$ cat src/rtl/pulse_pacer.sv
// pulse_pacer: queues single-cycle event pulses in a saturating counter and
// re-emits them as one-cycle pulses spaced at least GAP clocks apart, so every
// event survives a toggle-based crossing into a slower clock domain. Events
// that arrive while the queue is full are dropped and flagged in a sticky bit.
module pulse_pacer #(
    parameter int CW  = 4,
    parameter int GAP = 8
) (
    input  logic          clk,
    input  logic          rst,
    input  logic          in_pulse,
    input  logic          ovfl_clr,
    output logic          out_pulse,
    output logic [CW-1:0] pending,
    output logic          busy,
    output logic          ovfl
);

    localparam int GW = $clog2(GAP);
    localparam logic [GW-1:0] GAP_LOAD = GW'(GAP - 1);
    localparam logic [CW-1:0] PEND_MAX = '1;

    // The state is fully implied by the holdoff and pending counters; naming
    // it keeps the emit decision readable.
    typedef enum logic [1:0] {
        IDLE    = 2'd0,
        HOLDOFF = 2'd1,
        DRAIN   = 2'd2
    } state_t;

    state_t        state;
    logic          emit;
    logic          drop;
    logic [GW-1:0] gap_q, gap_d;
    logic [CW-1:0] pending_q, pending_d;
    logic          ovfl_q, ovfl_d;
    logic          out_pulse_q;

    // Decode the derived state from the counters.
    always_comb begin
        state = IDLE;
        if (gap_q != '0) begin
            state = HOLDOFF;
        end else if (pending_q != '0) begin
            state = DRAIN;
        end
    end

    // Next-state logic: emit decision, holdoff countdown, saturating queue, sticky overflow.
    always_comb begin
        emit      = 1'b0;
        drop      = 1'b0;
        gap_d     = gap_q;
        pending_d = pending_q;
        ovfl_d    = ovfl_q;

        // Outside holdoff, a queued event drains, or a fresh event bypasses the queue.
        emit = (state != HOLDOFF) && ((state == DRAIN) || in_pulse);

        if (emit) begin
            gap_d = GAP_LOAD;
        end else if (gap_q != '0) begin
            gap_d = gap_q - 1'b1;
        end

        // One in and one out in the same cycle leaves the queue untouched,
        // which also covers the bypass case and a full queue that is draining.
        if (in_pulse && !emit) begin
            if (pending_q == PEND_MAX) begin
                drop = 1'b1;
            end else begin
                pending_d = pending_q + 1'b1;
            end
        end else if (emit && !in_pulse) begin
            pending_d = pending_q - 1'b1;
        end

        // A drop in the same cycle as a clear must leave the flag set.
        if (ovfl_clr) begin
            ovfl_d = 1'b0;
        end
        if (drop) begin
            ovfl_d = 1'b1;
        end
    end

    // State registers; reset discards all queued events and any holdoff.
    always_ff @(posedge clk) begin
        if (rst) begin
            gap_q       <= '0;
            pending_q   <= '0;
            ovfl_q      <= 1'b0;
            out_pulse_q <= 1'b0;
        end else begin
            gap_q       <= gap_d;
            pending_q   <= pending_d;
            ovfl_q      <= ovfl_d;
            out_pulse_q <= emit;
        end
    end

    assign out_pulse = out_pulse_q;
    assign pending   = pending_q;
    assign ovfl      = ovfl_q;
    assign busy      = (pending_q != '0) || (gap_q != '0);

endmodule

$ cat config.mk
export PLATFORM = sky130hd
export DESIGN_NAME = pulse_pacer
export DESIGN_NICKNAME = d
export VERILOG_FILES = /design/src/rtl/pulse_pacer.sv
export SDC_FILE = /design/constraint.sdc
export NUM_CORES = 1
export LEC_CHECK = 0
export CORE_AREA = 2 2 39 41
export CTS_BUF_LIST = sky130_fd_sc_hd__clkbuf_8
export CTS_CLUSTER_SIZE = 28
export DETAILED_ROUTE_END_ITERATION = 8
export DIE_AREA = 0 0 41 43
export PLACE_DENSITY_LB_ADDON = 0.2
export SKIP_LAST_GASP = 1
export SYNTH_ARGS = -nofsm -noshare
export SYNTH_HDL_FRONTEND = slang
export SYNTH_SLANG_ARGS = --single-unit
$ cat constraint.sdc
create_clock -name clk -period 3 [get_ports clk]
set_input_delay 0.6 -clock clk [delete_from_list [all_inputs] [get_ports clk]]
set_output_delay 0.6 -clock clk [all_outputs]
set_load 0.005 [all_outputs]
* Word level (Yosys, flattened, before mapping)
Cells that the tools add are included.
Word-level totals: register bits after elaboration 9, bits in latches 0, memory bits (writable) 0, memory bits (read-only) 0, input port bits 4, output and inout port bits 7, logic and storage cells 35, memories 0
Cells by class: add/sub/neg operators 3, multiply operators 0, divide/modulo/power cells 0, $lt $le $gt $ge 0, eq/ne operators 4, shift-type cells 0, muxes and demuxes 11, bitwise operators 0, reductions and logical operators 13
Operator list (count):
- $mux W4 | 3
- $mux W3 | 2
- $reduce_bool A2 Y1 | 3
- $add A4 B1 Y4 const B | 1
- $eq A4 B4 Y1 const B | 1
- $mux W1 | 4
- $mux W2 | 2
- $reduce_bool A4 Y1 | 1
- $sub A4 B1 Y4 const B | 1
- $logic_and A1 B1 Y1 | 3
- $reduce_bool A3 Y1 | 1
- $sub A3 B1 Y3 const B | 1
- $eq A2 B2 Y1 const B | 1
- $logic_not A1 Y1 | 2
- $logic_or A1 B1 Y1 | 2
- $ne A2 B1 Y1 const B | 1
- $ne A2 B2 Y1 const B | 1
- $reduce_and A2 Y1 | 1

* Depth between registers and ports, before layout
depth after elaboration 10, gate-level depth with buffers 10, gate-level depth less buffers 10

* Least setup slack after synthesis
OpenSTA, ideal clock, no wires.
kind reg2reg, from reg gap_q[0], to reg pending_q[2], in the netlist pending[2], library setup time 121 ps, arrival 1884 ps, required time 2879 ps, slack 995 ps, stages on the path, launching flop included 11, buffers on the path 0, period minus slack after synthesis 2005 ps, path through dfxtp_1 inv_1 ha_1 nor2b_1 nor2_1 xnor2_1 ha_1 nor2_1 o21ai_0 a22oi_2 mux2_4
On the way: longest elaborated chain between the ends 9, elaborated cells between the ends (all ways) 13, those cells by class eq/ne: 3; mux: 2; reduce/logical: 8
Ends and longest elaborated chain:
- from (decl) | line 34 | logic [GW-1:0] gap_q, gap_d;
- from (signal assigned) | line 95 | gap_q <= gap_d;
- $reduce_bool A3 Y1 (*) | line 42 | if (gap_q != '0) begin
- $mux W2 (*) | line 42
- $eq A2 B2 Y1 | line 58 | emit = (state != HOLDOFF) && ((state == DRAIN) || in_pulse);
- $logic_or A1 B1 Y1 | line 58
- $logic_and A1 B1 Y1 (*) | line 58
- $logic_not A1 Y1 | line 68 | if (in_pulse && !emit) begin
- $logic_and A1 B1 Y1 | line 68
- $ne A2 B2 Y1 (no source line) or $reduce_bool A2 Y1 (tied branches)
- $reduce_and A2 Y1 (no source line)
- to (signal assigned) | line 96 | pending_q <= pending_d;
- to (decl) | line 35 | logic [CW-1:0] pending_q, pending_d;
Mark *: on every way between the ends. The rest lies on a longest branch, timed or not. A chain may end at the register's enable or synchronous reset.

* Final worst setup path
from in in_pulse, to reg pending_q[2], in the netlist pending[2]
On the way: longest elaborated chain between the ends 6, elaborated cells between the ends (all ways) 10, those cells by class eq/ne: 1; mux: 1; reduce/logical: 8
Ends and longest elaborated chain:
- from (decl) | line 11 | input logic in_pulse,
- $logic_or A1 B1 Y1 | line 58
- $logic_and A1 B1 Y1 | line 58
- $logic_not A1 Y1 | line 68
- $logic_and A1 B1 Y1 | line 68
- $ne A2 B2 Y1 (no source line) or $reduce_bool A2 Y1 (tied branches)
- $reduce_and A2 Y1 (no source line)
Parallel ways exist; a longest one is shown, timed or not.

==> metrics list <==
- In the routed design, unresolved DRC markers number 0.
- Metal2 WL: approximately 400 µm
- Across the run, the number of max-cap violations was 0.
* Primary FF master, synth: sky130_fd_sc_hd__dfxtp_1
- IR Drop Worst-Case VDD: around 0.36 mV
* Fraction of final layout cells sized beyond drive strength 1: between 10% and 20%
- Crit path max fanout: 6
- Clock-pin slew reported for the worst setup and hold paths after clock tree synthesis: around 0.040 ns
- Min Tclk post-route: ~2.3 ns
- Dividing the final minimum period by the clock period gives 77.7%.
- Via-per-instance ratio: 5.10
- The worst setup path is launched from an input port.
* Hold_sp: gap_q[0]
- GRT Total Usage: between 10 and 15%
- Wire length of the first global-routing pass: 1680 µm
* Number of resized instances in the post-cts repair step: 0
* Syn Std Cell Area: approximately 500 µm²
* Overall overflow remaining after global route: 0
- Adding up every negative setup slack in the final design gives 0 ns.
- Layout Area Growth over Synthesis: 32.4%
- Summing the sequential cell areas from Yosys gives a little over a third of the chip area.
- Wire length on met1: ~470 µm
* Crit. End Element: flop
- Power density over the cells: about 1000 nW/µm²
- Dividing the detail-routed wire length by the instance count gives 11.0 µm.
- Startpoint of the most critical register-to-register path: gap_q[0]
* Maximum number of pins on one net before global-route repair: 11
- Number of pins with negative max-slew slack in the final report: 0
- At the placement stage, the worst setup path has a slack of 0.435 ns.
- In the final design database the tool counted ~80 nets.
* Number of distinct standard cells referenced by the synthesized netlist: 25
- Count of filler cells inserted in the layout: ~140
- For this configuration, the core starts out at a cell density of a little over a third.
- Deepest clock path buffer count: 2
- Net count after synthesis: 65
- During placement, the flow inserted port buffers numbering 10.
- The number of global-route vias before repair is 404.
- Required time at the worst-slack endpoint: between 3 and 4 ns
- Master cell of the clock root buffer: sky130_fd_sc_hd__clkbuf_8
- The flow ran to the end, and the final reports show no timing, DRC or antenna violations.
- Summing over every cut layer, the via total after detailed routing is approximately 440.
- Proportion of synthesized flip-flops having asynchronous set or reset: 0%
- Number of cells on the worst hold path: 1
- The clock arrives with ~0.00028 ns of skew.
- Leak Pwr: roughly 0.25 nW
- The congestion estimate from routability-driven global placement came to roughly 0.76.
- Placed cell count: 83
- CTS saw 9 sinks.
- DRT iter0 DRCs: 6
- Number of enable flip-flop cells after synthesis: 0
- Pre-antenna DRT Iters: 2
- The critical path is of the input port to flop type.
* Final setup margin: roughly 0.67 ns
* Antenna violation net count after detailed routing: 0
- Total setup buffers inserted after CTS: 0
* Count of antenna diodes in the layout: 0
- Mean cell area of the mapped netlist: around 8.6 µm²
* Sum of met3 wire segment lengths after detailed routing: just under 50 µm
- Hold-fix buffer count after cts: 0
* Clock tree from TritonCTS: yes
- The initial antenna violation count was 0.
* Final setup violation count: 0
- Capture instance of the worst register-to-register path: pending[2]
- The worst register-to-register path has a depth of 10.
* Unrepaired setup endpoints after global routing: false
- Cts bufs inserted: 3
* Worst min-delay path category: flop to flop
* Number of warnings reported in the yosys synthesis log: 0
* Die extent in y: 43 µm
- Pin placement for this block handled 11 I/O pins.
- Number of instances in the synthesized netlist: 58
- Register bit count reported by yosys: 9
- Data arrives at the worst endpoint at between 2 and 2.5 ns.
* Worst max-slew margin expressed relative to the limit: approximately 69%
* Internal reg-to-reg setup slack: roughly 0.8 ns
- For the worst-skew pair, the clock arrives at the later sink with an insertion delay of roughly 0.24 ns.
* Max Clock Freq: about 0.43 GHz
* Non-filler instance count after layout: 87
- Post-detailed-placement half-perimeter wirelength: about 700 µm
* Level count of the clock H-tree: 1
* Die width: 41 µm
- The core region is about 1400 µm².
* Final Hold Vio Count: 0
- Sum of routed wire length over all layers: 956 µm
- Total Die Area: about 1800 µm²
- FP Rows: 14
- The worst hold path terminates at gap_q[0].
- For the pin with the worst max-slew slack, the measured transition is around 0.47 ns.
* DR top layer: met4
[Yosys cell counts (all sizes together) (2+ instances only)]
| library cell | number | area, µm² |
|---|---|---|
| dfxtp | 9 | 180 |
| nor2 | 7 | 26.3 |
| nor3 | 6 | 30.0 |
| a21oi | 4 | 20.0 |
| ha | 3 | 37.5 |
| inv | 3 | 11.3 |
| nand3 | 3 | 15.0 |
| nor2b | 3 | 18.8 |
| a211oi | 2 | 15.0 |
| nand2b | 2 | 12.5 |
| o21ai | 2 | 10.0 |
| or3 | 2 | 17.5 |
[stage by stage]
| stage | cell area [µm²] | utilization [%] | hold WS (ns) | power [mW] |
|---|---|---|---|---|
| global route | 659 | 47.6 | 0.521 | 0.738 |
| finish | 659 | 47.6 | 0.461 | 0.671 |
| floorplan | 498 | - | 0.437 | 0.425 |
| CTS | 659 | 47.6 | 0.462 | 0.674 |
| detailed placement | 614 | 44.4 | 0.454 | 0.532 |
| global placement | 614 | 44.4 | 0.455 | 0.532 |
[layer usage]
metal	vias to the layer above	GRT usage, %
met5	-	0
met4	0	10.0
met3	5	7.85
met2	9	19.7
met1	197	17.7
li1	233	-
[critical path, stage by stage]
cell and delay [ns]:
sky130_fd_sc_hd__clkdlybuf4s50_1 0.54, sky130_fd_sc_hd__inv_1 0.12, sky130_fd_sc_hd__nor2_1 0.25, sky130_fd_sc_hd__xnor2_1 0.10
sky130_fd_sc_hd__ha_1 0.20, sky130_fd_sc_hd__nor2_1 0.07, sky130_fd_sc_hd__o21ai_0 0.09, sky130_fd_sc_hd__a22oi_2 0.15
sky130_fd_sc_hd__mux2_4 0.31
[logic make-up (layout without fill, tap and decap cells)]
group / Yosys count / count (layout) / share of synthesized area (%)
compound gates: 12 / 12 / 16.1
flops: 9 / 9 / 36.2
simple gates: 28 / 28 / 32.4
fa+ha+maj: 3 / 3 / 7.54
buf+inv: 4 / 17 / 3.01
mux: 1 / 1 / 3.01
xor+xnor: 1 / 1 / 1.76
[area by class of cell]
cell class | instances | area (µm²) | share of cell area (%)
clock buffers | 3 | 41.3 | 6.26
clock inverters | 1 | 3.75 | 0.569
inverters | 3 | 11.3 | 1.71
multi-input cells | 45 | 303 | 45.9
flip-flops and latches | 9 | 180 | 27.3
well taps | 16 | 20.0 | 3.04
repair buffers | 10 | 100 | 15.2
[report_power, final]
part / leakage, nW / internal [mW] / total [mW] / switching [mW]
clock: 0.0269 / 0.0892 / 0.139 / 0.0496
combinational: 0.152 / 0.173 / 0.322 / 0.149
sequential: 0.0742 / 0.161 / 0.210 / 0.0490
total: 0.253 / 0.424 / 0.671 / 0.247
[sequential cells by signal, summed over array words and instances, names as in the netlist]
register,cells
pending,4
ovfl,1
gap_q,3
out_pulse,1
[worst max-delay path by stage]
stage / startpoint / end / cells past startpoint
floorplan: gap_q[0] / pending[2] / 10
global placement: in_pulse / pending[2] / 9
detailed placement: in_pulse / pending[2] / 9
CTS: gap_q[0] / busy / 5
global route: in_pulse / pending[2] / 9
finish: in_pulse / pending[2] / 9
[cells in the final DEF (no fill, tap or decap), types with 2 or more instances in the layout]
| cell type | synthesis | final |
|---|---|---|
| sky130_fd_sc_hd__o21ai_0 | 2 | 2 |
| sky130_fd_sc_hd__a211oi_1 | 2 | 2 |
| sky130_fd_sc_hd__nor2b_1 | 3 | 3 |
| sky130_fd_sc_hd__nand2b_1 | 2 | 2 |
| sky130_fd_sc_hd__nor3_1 | 6 | 6 |
| sky130_fd_sc_hd__nand3_1 | 3 | 3 |
| sky130_fd_sc_hd__nor2_1 | 7 | 7 |
| sky130_fd_sc_hd__ha_1 | 3 | 3 |
| sky130_fd_sc_hd__dfxtp_1 | 9 | 9 |
| sky130_fd_sc_hd__clkdlybuf4s50_1 | 0 | 10 |
| sky130_fd_sc_hd__inv_1 | 3 | 4 |
| sky130_fd_sc_hd__a21oi_1 | 4 | 4 |
| sky130_fd_sc_hd__clkbuf_8 | 0 | 3 |
(Power assumes the default switching activity.)
